$ cat config.mk
export PLATFORM = sky130hd
export DESIGN_NAME = keypad_emulator
export DESIGN_NICKNAME = d
export VERILOG_FILES = /design/src/rtl/keypad_emulator.sv
export SDC_FILE = /design/constraint.sdc
export NUM_CORES = 1
export LEC_CHECK = 0
export ABC_AREA = 0
export CORE_MARGIN = 5
export CORE_UTILIZATION = 55
export CTS_CLUSTER_DIAMETER = 100
export DETAILED_ROUTE_END_ITERATION = 8
export GPL_TIMING_DRIVEN = 0
export MAX_ROUTING_LAYER = met4
export PLACE_DENSITY = 0.8
export SYNTH_ARGS = -nofsm -noshare
export SYNTH_HDL_FRONTEND = slang
export SYNTH_SLANG_ARGS = --single-unit
export TNS_END_PERCENT = 10
$ cat constraint.sdc
create_clock -name clk -period 3.1 [get_ports clk]
set_input_delay 0.31 -clock clk [delete_from_list [all_inputs] [get_ports clk]]
set_output_delay 0.31 -clock clk [all_outputs]
set_load 0.1 [all_outputs]
$ cat src/rtl/keypad_emulator.sv
`timescale 1ns/1ps
// keypad_emulator: responder side of a 4x4 row-drive/column-sense keypad.
// Replays one host-queued keypress at a time, with contact chatter on press and release.
module keypad_emulator #(
  parameter int BOUNCE_PERIOD = 2,
  parameter int BOUNCE_PULSES = 2,
  parameter int MIN_GAP       = 3
) (
  input  logic        clk,
  input  logic        reset,
  input  logic        R0,
  input  logic        R1,
  input  logic        R2,
  input  logic        R3,
  input  logic        key_valid,
  input  logic [3:0]  key_code,
  input  logic [15:0] hold_len,
  output logic        key_ready,
  output logic        C0,
  output logic        C1,
  output logic        C2,
  output logic        C3,
  output logic        pressed,
  output logic        done,
  output logic [7:0]  press_count
);

  localparam int                 PULSE_W    = (BOUNCE_PULSES > 1) ? $clog2(BOUNCE_PULSES) : 1;
  localparam logic [15:0]        PHASE_LAST = 16'(BOUNCE_PERIOD - 1);
  localparam logic [15:0]        GAP_LAST   = 16'(MIN_GAP - 1);
  localparam logic [PULSE_W-1:0] PULSE_LAST = PULSE_W'(BOUNCE_PULSES - 1);
  localparam bit                 HAS_BOUNCE = (BOUNCE_PULSES > 0);

  typedef enum logic [2:0] {
    IDLE,
    BOUNCE_PRESS,
    HELD,
    BOUNCE_RELEASE,
    GAP
  } state_t;

  state_t               state_q, state_d;
  logic                 contact_q, contact_d;
  logic [15:0]          phase_q, phase_d;
  logic [PULSE_W-1:0]   pulse_q, pulse_d;
  logic [15:0]          hold_q, hold_d;
  logic [3:0]           key_q, key_d;
  logic                 done_q, done_d;
  logic [7:0]           count_q, count_d;

  logic                 accept;
  logic                 phase_end;
  logic [3:0]           rows;
  logic                 row_hit;
  logic [3:0]           cols;

  assign key_ready = (state_q == IDLE);
  assign accept    = key_valid && key_ready;
  assign phase_end = (phase_q == PHASE_LAST);

  always_comb begin
    // NOTE: every next-state signal gets a default before the case so no path can infer a latch.
    state_d   = state_q;
    contact_d = contact_q;
    phase_d   = phase_q;
    pulse_d   = pulse_q;
    hold_d    = hold_q;
    key_d     = key_q;
    done_d    = 1'b0;
    count_d   = count_q;

    unique case (state_q)
      IDLE: begin
        contact_d = 1'b0;
        if (accept) begin
          key_d     = key_code;
          hold_d    = (hold_len == 16'd0) ? 16'd1 : hold_len;
          phase_d   = '0;
          pulse_d   = '0;
          contact_d = 1'b1;
          if (HAS_BOUNCE) begin
            state_d = BOUNCE_PRESS;
          end else begin
            state_d = HELD;
            count_d = count_q + 8'd1;
          end
        end
      end

      // Closed half first; the open half of the last pulse hands over to HELD.
      BOUNCE_PRESS: begin
        if (!phase_end) begin
          phase_d = phase_q + 16'd1;
        end else begin
          phase_d = '0;
          if (contact_q) begin
            contact_d = 1'b0;
          end else if (pulse_q == PULSE_LAST) begin
            state_d   = HELD;
            contact_d = 1'b1;
            count_d   = count_q + 8'd1;
          end else begin
            pulse_d   = pulse_q + 1'b1;
            contact_d = 1'b1;
          end
        end
      end

      HELD: begin
        if (hold_q == 16'd1) begin
          contact_d = 1'b0;
          phase_d   = '0;
          pulse_d   = '0;
          state_d   = HAS_BOUNCE ? BOUNCE_RELEASE : GAP;
        end else begin
          hold_d = hold_q - 16'd1;
        end
      end

      // Open half first; the closed half of the last pulse hands over to GAP.
      BOUNCE_RELEASE: begin
        if (!phase_end) begin
          phase_d = phase_q + 16'd1;
        end else begin
          phase_d = '0;
          if (!contact_q) begin
            contact_d = 1'b1;
          end else if (pulse_q == PULSE_LAST) begin
            state_d   = GAP;
            contact_d = 1'b0;
          end else begin
            pulse_d   = pulse_q + 1'b1;
            contact_d = 1'b0;
          end
        end
      end

      GAP: begin
        contact_d = 1'b0;
        if (phase_q == GAP_LAST) begin
          state_d = IDLE;
          done_d  = 1'b1;
        end else begin
          phase_d = phase_q + 16'd1;
        end
      end

      default: begin
        state_d   = IDLE;
        contact_d = 1'b0;
      end
    endcase
  end

  always_ff @(posedge clk or negedge reset) begin
    if (!reset) begin
      state_q   <= IDLE;
      contact_q <= 1'b0;
      phase_q   <= '0;
      pulse_q   <= '0;
      hold_q    <= '0;
      key_q     <= '0;
      done_q    <= 1'b0;
      count_q   <= '0;
    end else begin
      // NOTE: non-blocking assignments so every register samples pre-edge values.
      state_q   <= state_d;
      contact_q <= contact_d;
      phase_q   <= phase_d;
      pulse_q   <= pulse_d;
      hold_q    <= hold_d;
      key_q     <= key_d;
      done_q    <= done_d;
      count_q   <= count_d;
    end
  end

  // Only the stored row can close a path, so at most one column is ever high.
  assign rows    = {R3, R2, R1, R0};
  assign row_hit = rows[key_q[3:2]];
  assign cols    = {4{contact_q & row_hit}} & (4'b0001 << key_q[1:0]);

  assign C0          = cols[0];
  assign C1          = cols[1];
  assign C2          = cols[2];
  assign C3          = cols[3];
  assign pressed     = contact_q;
  assign done        = done_q;
  assign press_count = count_q;

endmodule

==> summary.md, run 1 <==
| Metric | Value |
|---|---|
| Worst Tran Pin Value | 0.9807 ns |
| Starting DRC count in detailed routing | 203 |
| CP arrival | 2.53 ns |
| Final design utilization | 0.6959 |
| Vias in the first global route | 2771 |
| GRT Residual Overflow | 0 |
| # resized after CTS | 0 |
| Critical Path RT | 2.79 ns |
| Post-synth top area share | 0.4216 |
| Final setup violation count | 0 |
| Cell taking the most area after synthesis | dfrtp_1 |
| Setup crit start kind | flop |
| Detailed Routing Iterations Pass 1 | 5 |
| Final Slew Violations | 0 |
| H-tree depth | 2 |
| Family with the most delay on the worst path | buffers and inverters |
| Area Overhead vs Synth | 21.29% |
| Dominant cells by area after synthesis | dfrtp_1 (42%), a21oi_1 (6.4%), o21ai_0 (4.4%), nand4_1 (3.8%), or4_1 (3.8%) |
| RSZ-0062 raised after global routing | no |
| CP peak stage delay | 1.17 ns |
| Total core area | 5172 um2 |
| Share of cells above drive strength 1 | 0.09920 |
| Pin count of the biggest net entering global routing | 31 |
| #FFs+latches synth | 50 |
| I/O Pins | 42 |
| Final nets | 405 |
| Vias per inst | 6.393 |
| DRC | 0 |
| CTS buffer count | 5 |
| Slowest-stage cell, CP | clkdlybuf4s50_1 |
| Kind of critical path | reg -> out |
| PwrDens | 777.6 nW/um2 |
| Die ar. | 6966 um2 |
| Cell breakdown of the critical path | mux4_2, nand2_1, nor3b_1, clkdlybuf4s50_1 |
| TritonCTS clock tree | done |
| Mean Syn Cell Area | 9.217 um2 |
| Ant. Diodes | 0 |
| Critical register-to-register path startpoint | hold_q[1] |
| Ys Warns | 0 |
| Die X | 83.46 um |
| Floorplan row count | 26 |
| Maxcap violations | 0 |
| Die Height | 83.46 um |
| Library cells used by synthesis | 52 |
| Initial antenna violation count | 0 |
| Total track usage | 0.2239 |
| Worst-Skew Late Latency | 0.31 ns |
| Hold Path Sink | press_count[7] |
| Max_slew headroom | 0.3442 |
| Gpl congestion | 0.9829 |
| Origin of the worst min-delay path | press_count[7] |
| Fmax | 352.5 MHz |
| First-pass GRT wire length | 12920 um |
| Hold path depth | 1 |
| Sink Count | 50 |
| Status | finished, final reports clean |
| Post-synthesis sequential area ratio | 0.4216 |
| Final ANT Viol Nets | 0 |
| Placed cell area | 3481 um2 |
| Worst R2R Setup Slack | 0.80 ns |
| Mapped Cells | 322 |
| Crit Path Max Fanout | 3 |
| DR vias | 2832 |
| Final min period | 2.837 ns |
| Mapped Nets | 355 |
| WL/cell | 16.52 um |
| Design Area, Final | 3600 um2 |
| Critical R2R Capture | hold_q[8] |
| Root Driver | clkbuf_8 |
| Cts hold-fix bufs | 1 |
| Crit path buf inv count | 1 |
| Reg2Reg Depth | 7 |
| Endpoints failing hold | 0 |
| DP HPWL | 5400 um |
| Post-CTS Repair Setup Buffers | 0 |
| Clock buffer depth | 2 |
| Fin crit share | 0.9151 |
| Clock transition at path regs | 0.09 ns |
| Worst-case vdd ir drop | 766.4 uV |
| Hold Path Class | reg -> reg |
| Port Buffer Count | 41 |
| Mapped Area | 2968 um2 |
| Final WL | 7317 um |
| Leakage | 1.410 nW |
| Critical Path Sink Type | output pin |
| Starting density of the core | 0.5738 |
| Fin Clk Skew | 0.01375 ns |
Yosys cell counts (all sizes together):
cell and instances:
a211oi 1, a21o 3, a21oi 40, a22oi 4, a2bb2oi 2, a31oi 2, a32oi 1, a41oi 1
and2 2, and3 6, and4 2, buf 13, clkbuf 6, dfrtp 50, ha 6, inv 8
mux2 5, mux4 1, nand2 14, nand2b 1, nand3 10, nand4 18, nand4b 1, nor2 19
nor2b 1, nor3 12, nor3b 5, nor4 11, nor4b 2, o211ai 1, o21a 1, o21ai 26
o22ai 2, o2bb2ai 3, o31a 1, o31ai 14, o41ai 2, or3 1, or4 15, or4b 1
xnor2 6, xor2 2
area by class of cell:
type	count	area (um2)
Tap cell	70	87.58
Buffer	19	101.3
Sequential cell	50	1251
Inverter	8	30.03
Clock buffer	5	68.82
Timing Repair Buffer	43	435.4
Fill cell	423	1573
Multi-Input combinational cell	245	1585
Clock inverter	3	40.04
registers in the layout, indices dropped and copies added (netlist names):
register and cells:
phase_q 16, press_count 8, hold_q 16, pulse_q 1, state_q 3, pressed 1
key_q 4, done 1
per-layer routing:
layer | vias to the layer above | GRT usage | share of wire
li1 | 1338 | - | -
met1 | 1360 | 0.3102 | 0.46
met2 | 115 | 0.3309 | 0.46
met3 | 19 | 0.03751 | 0.065
met4 | 0 | 0.08333 | 0.016
met5 | - | - | 0
through the flow:
stage	instances	hold slack [ns]	worst slack [ns]	total power, mW	TNS, ns
after floorplan	322	0.01441	-0.7271	1.988	-12.65
after global placement	433	0.4615	0.2656	2.307	0
after detailed placement	434	0.3044	0.2927	2.347	0
after CTS	443	0.4808	0.2128	2.803	0
after global routing	443	0.5085	0.1065	2.993	0
final	443	0.4713	0.2633	2.799	0
how the worst max path moves through the flow:
stage / to / slack, ns / startpoint / depth (start not counted)
2_1_floorplan: C2 / -0.73 / pressed / 3
3_3_place_gp: hold_q[12] / 0.27 / reset / 1
3_5_place_dp: C1 / 0.29 / R1 / 5
4_1_cts: C1 / 0.21 / key_q[2] / 4
5_1_grt: C1 / 0.11 / key_q[2] / 4
6_report: C1 / 0.26 / key_q[2] / 4
placed cells by master, fill, tap and decap left out, types with 3 or more instances in the layout:
| cell type | instances |
|---|---|
| o31ai_1 | 14 |
| nand2_1 | 14 |
| a21o_1 | 3 |
| ha_1 | 6 |
| nor3_1 | 10 |
| clkdlybuf4s50_1 | 40 |
| dfrtp_1 | 50 |
| nor4_1 | 9 |
| and3_1 | 6 |
| or4_1 | 15 |
| mux2_2 | 5 |
| clkbuf_8 | 5 |
| nor2_1 | 18 |
| clkbuf_1 | 6 |
| nand4_1 | 18 |
| buf_2 | 10 |
| nor3b_1 | 4 |
| o2bb2ai_1 | 3 |
| o21ai_0 | 26 |
| inv_1 | 8 |
| a21oi_1 | 38 |
| xnor2_1 | 6 |
| a22oi_1 | 4 |
| nand3_1 | 10 |
cell families (layout without fill, tap and decap cells):
logic type	Yosys count	after routing	share of synthesized area
AOI/OAI and AO/OA	104	104	0.2125
xor gates and xnor gates	8	8	0.02361
adders and majority gates	6	6	0.02529
buffers and inverters	27	78	0.04426
DFF	50	50	0.4216
muxes	6	6	0.02656
and+or+nand+nor	121	121	0.2462
report_power, final:
part / leakage [nW] / switching (mW) / internal, mW
Clock: 0.0579 / 0.217 / 0.238
Combinational: 0.711 / 0.826 / 0.434
Sequential: 0.641 / 0.243 / 0.842
Total: 1.41 / 1.29 / 1.51
No activity file was read; power rests on OpenSTA's default activity.
==> inputs of run 2 (changes only) <==
--- a/config.mk
+++ b/config.mk
@@ -5,14 +5,13 @@
 export SDC_FILE = /design/constraint.sdc
 export NUM_CORES = 1
 export LEC_CHECK = 0
-export ABC_AREA = 0
+export ABC_AREA = 1
 export CORE_MARGIN = 5
 export CORE_UTILIZATION = 55
 export CTS_CLUSTER_DIAMETER = 100
 export DETAILED_ROUTE_END_ITERATION = 8
-export GPL_TIMING_DRIVEN = 0
 export MAX_ROUTING_LAYER = met4
-export PLACE_DENSITY = 0.8
+export PLACE_DENSITY = 0.79
 export SYNTH_ARGS = -nofsm -noshare
 export SYNTH_HDL_FRONTEND = slang
 export SYNTH_SLANG_ARGS = --single-unit
==> summary.md, run 2 <==
| Metric | Value |
|---|---|
| Final WL | 7954 um (+8.7%) |
| Final min period | 2.192 ns (-0.6445 ns) |
| Commonest non-fill, non-tap cell in the layout | nand2_1 |
| Vias in the first global route | 3163 (+14%) |
| Critical register-to-register path startpoint | state_q[2] |
| Slowest-stage cell, CP | clkdlybuf4s50_1 |
| # resized after CTS | 0 (unchanged) |
| Starting DRC count in detailed routing | 142 (-30%) |
| Area Overhead vs Synth | 15.20% |
| Reg2Reg Depth | 8 (+1) |
| Maxcap violations | 0 (unchanged) |
| GRT Residual Overflow | 0 (unchanged) |
| Library cells used by synthesis | 36 (-31%) |
| First-pass GRT wire length | 14000 um (+8.4%) |
| Hold Path Class | in -> async |
| DR vias | 3296 (+16%) |
| #FFs+latches synth | 50 (unchanged) |
| Final ANT Viol Nets | 0 (unchanged) |
| CP arrival | 1.88 ns (-0.65 ns) |
| Mapped Cells | 509 (+58%) |
| Switch share | 0.5184 (+0.05904) |
| Worst-Skew Late Latency | 0.31 ns (about the same) |
| Critical Path Sink Type | output pin |
| Detailed Routing Iterations Pass 1 | 4 (-1) |
| CP peak stage delay | 1.16 ns (about the same) |
| Die Height | 89.38 um (+7.1%) |
| Final nets | 582 (+44%) |
| Initial antenna violation count | 0 (unchanged) |
| Total core area | 6241 um2 (+21%) |
| Family with the most delay on the worst path | buffers and inverters |
| Pin count of the biggest net entering global routing | 33 (+6.5%) |
| Port Buffer Count | 41 (unchanged) |
| Floorplan row count | 29 (+12%) |
| Critical R2R Capture | hold_q[0] |
| Dominant cells by area after synthesis | dfrtp_1 (36%), nand2_1 (19%), inv_1 (6.1%), nor2_1 (6.1%), nand3_1 (4.8%) |
| Final design utilization | 0.6397 (-0.05620) |
| Clock buffer depth | 2 (unchanged) |
| Clock transition at path regs | 0.10 ns (about the same) |
| Setup TNS | 0 ns (unchanged) |
| Most frequent cell after synthesis | nand2_1 |
| Worst-case vdd ir drop | 741.8 uV (-3.2%) |
| Synth Flop Type | dfrtp_1 |
| Post-CTS Repair Setup Buffers | 0 (unchanged) |
| Status | finished, final reports clean |
| I/O Pins | 42 (unchanged) |
| Mean Syn Cell Area | 6.809 um2 (-26%) |
| Die ar. | 7989 um2 (+15%) |
| Kind of critical path | reg -> out |
| Most frequent cells in the layout | nand2_1 (180), inv_1 (56), nor2_1 (56) |
| Worst R2R Setup Slack | 1.02 ns (+0.22 ns) |
| Internal | 1.597 mW (+5.5%) |
| Worst Tran Pin Value | 0.9697 ns (-0.01102 ns) |
| Cell taking the most area after synthesis | dfrtp_1 |
| Gpl congestion | 0.8803 (-10%) |
| Crit path buf inv count | 1 (unchanged) |
| Critical Path RT | 2.79 ns (about the same) |
| CTS buffer count | 5 (unchanged) |
| Mapped Nets | 542 (+53%) |
| Design Power | 3.316 mW (+18%) |
| Ant. Diodes | 0 (unchanged) |
| Crit Path Max Fanout | 4 (+1) |
| H-tree depth | 2 (unchanged) |
| Reg power frac | 0.320 (-0.068) |
| Die X | 89.38 um (+7.1%) |
| PwrDens | 830.5 nW/um2 (+6.8%) |
| Total track usage | 0.2263 (+0.002357) |
| Combinational Power Share | 0.539 (+0.089) |
| Slack of the critical path | 0.9078 ns (+0.6445 ns) |
| Vias per inst | 5.257 (-18%) |
| DP HPWL | 5867 um (+8.7%) |
| Final Slew Violations | 0 (unchanged) |
| Mapped Area | 3466 um2 (+17%) |
| Setup crit start kind | flop |
| Leakage | 2.019 nW (+43%) |
| Sink Count | 50 (unchanged) |
| Top post-synthesis cells by count | nand2_1 (180), inv_1 (56), nor2_1 (56) |
| Root Driver | clkbuf_8 |
| Starting density of the core | 0.5553 (-0.01845) |
| Switch Pwr | 1.719 mW (+34%) |
| TritonCTS clock tree | done |
| Number of flops mapped to enable cells by yosys | 0 (unchanged) |
| Clk network pwr share | 0.141 (-0.021) |
| Max_slew headroom | 0.3515 (+0.007369) |
| Post-synthesis sequential area ratio | 0.3610 (-0.06057) |
| WL/cell | 12.69 um (-23%) |
| Endpoints failing hold | 0 (unchanged) |
| Dpl ws | 1.048 ns (+0.7553 ns) |
| Cts hold-fix bufs | 0 (-1) |
| DRC | 0 (unchanged) |
| Cell breakdown of the critical path | clkdlybuf4s50_1 |
| RSZ-0062 raised after global routing | no |
| Share of cells above drive strength 1 | 0.1000 (+0.0008043) |
| Final setup violation count | 0 (unchanged) |
| Post-synth top area share | 0.3610 (-0.06057) |
| Fin crit share | 0.7072 (-0.2079) |
| Fmax | 456.2 MHz (+29%) |
| Fin Clk Skew | 0.01431 ns (+0.0005605 ns) |
| Ys Warns | 0 (unchanged) |
| Async SR Flop Fraction | 1.000 (unchanged) |
## run 2: changes by cell type after synthesis, moves of 15 or more
cell,before,now
nand2_1,14,180
inv_1,8,56
nor2_1,18,56
a21oi_1,38,3
nand3_1,10,33
or4_1,15,0
## run 2: final cells by class
type | count | area [um2]
clock inverter | 2 | 37.54
tap | 77 | 96.34
sequential | 50 | 1251
clock buffer | 6 | 72.57
multi-input combinational | 388 | 1914
timing repair buffer | 42 | 387.9
inverter | 62 | 232.7
fill | 561 | 2248
## run 2: kinds of logic (layout without fill, tap and decap cells)
kind of cell    after synthesis  in the layout  synth area share
compound gates               50             50           0.08917
xor+xnor                     13             13           0.03285
fa+ha+maj                     6              6           0.02166
buf+inv                      71            112           0.08664
flops                        50             50            0.3610
mux                           1              1          0.002888
simple gates                318            318            0.4058
## run 2: stage by stage
step / std cells / cell area (um2) / hold slack, ns
6_report: 627 / 3993 / 0.05465
5_1_grt: 627 / 3993 / 0.1138
4_1_cts: 627 / 3993 / 0.07903
3_5_place_dp: 619 / 3882 / 0.4221
3_3_place_gp: 619 / 3882 / 0.4040
2_1_floorplan: 509 / 3466 / 0.01441
## run 2: how the worst max path moves through the flow
| stage | start | endpoint | slack, ns | depth (start not counted) |
|---|---|---|---|---|
| floorplan | pressed | C0 | -0.46 | 2 |
| global placement | state_q[2] | hold_q[0] | 1.11 | 8 |
| detailed placement | state_q[2] | hold_q[0] | 1.05 | 8 |
| CTS | press_count[0] | press_count[0] | 0.90 | 1 |
| global route | state_q[2] | hold_q[15] | 0.82 | 8 |
| finish | press_count[0] | press_count[0] | 0.91 | 1 |
## run 2: per-layer routing
layer	track usage	share of wire	vias to the layer above
li1	-	-	1690
met1	0.2907	0.45	1508
met2	0.3644	0.49	86
met3	0.03963	0.048	12
met4	0.07037	0.016	0
met5	-	0	-
## run 2: power by group through the flow
stage	Combinational [mW]	Sequential (mW)	Clock (mW)
after global routing	2.01	1.10	0.507
final	1.79	1.06	0.466
after CTS	1.79	1.06	0.475
after floorplan	1.35	1.15	0
after global placement	1.74	1.06	0
after detailed placement	1.78	1.07	0
==> inputs of run 3 (changes only) <==
==> constraint.sdc (replaced) <==
create_clock -name clk -period 2.2 [get_ports clk]
set_input_delay 0.22 -clock clk [delete_from_list [all_inputs] [get_ports clk]]
set_output_delay 0.22 -clock clk [all_outputs]
set_load 0.1 [all_outputs]
==> summary.md, run 3 (synthesis gave the netlist of run 2 again) <==
| Metric | Value |
|---|---|
| Cell breakdown of the critical path | inv_1, nor2_1, o21ai_1, nand2_2, nor3_4, buf_12 |
| Setup TNS | 0 ns (unchanged) |
| Fin crit share | 0.9234 |
| Commonest non-fill, non-tap cell in the layout | nand2_1 |
| Crit path buf inv count | 2 (+1) |
| Reg power frac | 0.313 (-0.007) |
| Die ar. | 7989 um2 (unchanged) |
| Root Driver | clkbuf_8 |
| RSZ-0062 raised after global routing | no |
| Switch share | 0.5192 (+0.0008213) |
| Fin Clk Skew | 0.005695 ns (-0.008612 ns) |
| GRT Max-Usage Layer | met2 |
| DR vias | 3301 (+0.15%) |
| DP HPWL | 6155 um (+4.9%) |
| Clock buffer depth | 2 (unchanged) |
| Status | finished, final reports clean |
| H-tree depth | 2 (unchanged) |
| Combinational Power Share | 0.553 (+0.014) |
| Final nets | 585 (+0.52%) |
| Total core area | 6241 um2 (unchanged) |
| Vias in the first global route | 3170 (+0.22%) |
| PwrDens | 1175 nW/um2 (+41%) |
| Setup crit start kind | flop |
| First-pass GRT wire length | 13760 um (-1.7%) |
| Crit Path Max Fanout | 4 (unchanged) |
| CP peak stage delay | 0.41 ns (-0.75 ns) |
| GRT Residual Overflow | 0 (unchanged) |
| Die Height | 89.38 um (unchanged) |
| Maxcap violations | 0 (unchanged) |
| Hold slack | 0.4390 ns (+0.3844 ns) |
| Worst-Skew Late Latency | 0.30 ns (about the same) |
| Final ANT Viol Nets | 0 (unchanged) |
| Switch Pwr | 2.511 mW (+46%) |
| Family with the most delay on the worst path | simple AND/OR/NAND/NOR gates |
| Gpl congestion | 0.8698 (-1.2%) |
| Detailed Routing Iterations Pass 1 | 4 (unchanged) |
| I/O Pins | 42 (unchanged) |
| Endpoints failing hold | 0 (unchanged) |
| Fmax | 492.2 MHz |
| Critical Path Stages | 6 (+5) |
| Initial antenna violation count | 0 (unchanged) |
| TritonCTS clock tree | done |
| Floorplan row count | 29 (unchanged) |
| DRC | 0 (unchanged) |
| GRT met3 Usage | 0.03410 (-0.005530) |
| Final min period | 2.032 ns |
| Starting density of the core | 0.5553 (unchanged) |
| Internal | 2.325 mW (+46%) |
| WL/cell | 12.93 um (+2.0%) |
| Hold Path Class | in -> async |
| Max_slew headroom | 0.6115 (+0.2600) |
| Clock transition at path regs | 0.09 ns (about the same) |
| Grt met1 use | 0.2625 (-0.02820) |
| Critical Path RT | 1.98 ns (-0.81 ns) |
| GRT met2 Usage | 0.3938 (+0.02947) |
| Most frequent cells in the layout | nand2_1 (179), inv_1 (56), nor2_1 (56) |
| Die X | 89.38 um (unchanged) |
| Worst-case vdd ir drop | 996.8 uV (+34%) |
| Final setup violation count | 0 (unchanged) |
| Slowest-stage cell, CP | dfrtp_1 |
| Final WL | 8149 um (+2.5%) |
| Clk network pwr share | 0.134 (-0.007) |
| CTS buffer count | 5 (unchanged) |
| Ant. Diodes | 0 (unchanged) |
| Pin count of the biggest net entering global routing | 29 (-12%) |
| Area Overhead vs Synth | 18.77% |
| Leakage | 2.073 nW (+2.7%) |
| Vias per inst | 5.240 (-0.33%) |
| Critical Path Sink Type | output pin |
| Total track usage | 0.2239 (-0.002417) |
| Worst Tran Pin Value | 0.5828 ns (-0.3869 ns) |
| Port Buffer Count | 41 (unchanged) |
| Sink Count | 50 (unchanged) |
| Final Slew Violations | 0 (unchanged) |
| Kind of critical path | reg -> out |
| Share of cells above drive strength 1 | 0.1230 (+0.02297) |
| Starting DRC count in detailed routing | 156 (+9.9%) |
| Reg2Reg Depth | 10 (+2) |
| CP arrival | 1.81 ns (-0.07 ns) |
-- run 3: cell type report --
| class | count | area, um2 |
|---|---|---|
| Fill cell | 548 | 2125 |
| Inverter | 62 | 232.7 |
| Multi-Input combinational cell | 388 | 1962 |
| Clock inverter | 2 | 37.54 |
| Sequential cell | 50 | 1252 |
| Timing Repair Buffer | 45 | 462.9 |
| Clock buffer | 6 | 72.57 |
| Tap cell | 77 | 96.34 |
-- run 3: timing repair --
item                                    CTS  global route
resized for setup                         1             1
endpoints found under the setup margin    2             1
setup buffers                             0             0
endpoints found under the hold margin    22             0
hold buffers                              1             0
-- run 3: per-stage QoR --
stage	setup slack, ns	cell area (um2)	power, mW	utilization	instances
2_1_floorplan	0.07590	3512	3.584	-	509
3_3_place_gp	0.3556	3994	4.080	0.6399	621
3_5_place_dp	0.1514	3994	4.179	0.6399	621
4_1_cts	0.01777	4116	4.858	0.6596	630
5_1_grt	0.08654	4116	5.251	0.6596	630
6_report	0.1685	4116	4.835	0.6596	630
-- run 3: worst paths after layout --
path,slack (ns),startpoint,to
worst max-delay path,0.17,key_q[2],C0
worst min-delay path,0.44,reset,hold_q[4]
worst max register to register,0.51,hold_q[1],hold_q[14]
worst min register to register,0.48,pulse_q,pulse_q
max in group asynchronous,1.21,reset,phase_q[2]
min in group clk,0.45,key_code[3],key_q[3]
-- run 3: metal layers --
| metal | share of wire | up-vias |
|---|---|---|
| met5 | 0 | - |
| met4 | 0.013 | 0 |
| met3 | 0.037 | 13 |
| met2 | 0.52 | 69 |
| met1 | 0.43 | 1525 |
| li1 | - | 1694 |
-- run 3: power by group through the flow --
stage,clock network (mW),logic (mW),registers [mW]
global route,0.705,2.99,1.55
global placement,0,2.57,1.51
floorplan,0,1.95,1.64
detailed placement,0,2.66,1.52
finish,0.647,2.68,1.51
CTS,0.672,2.68,1.51
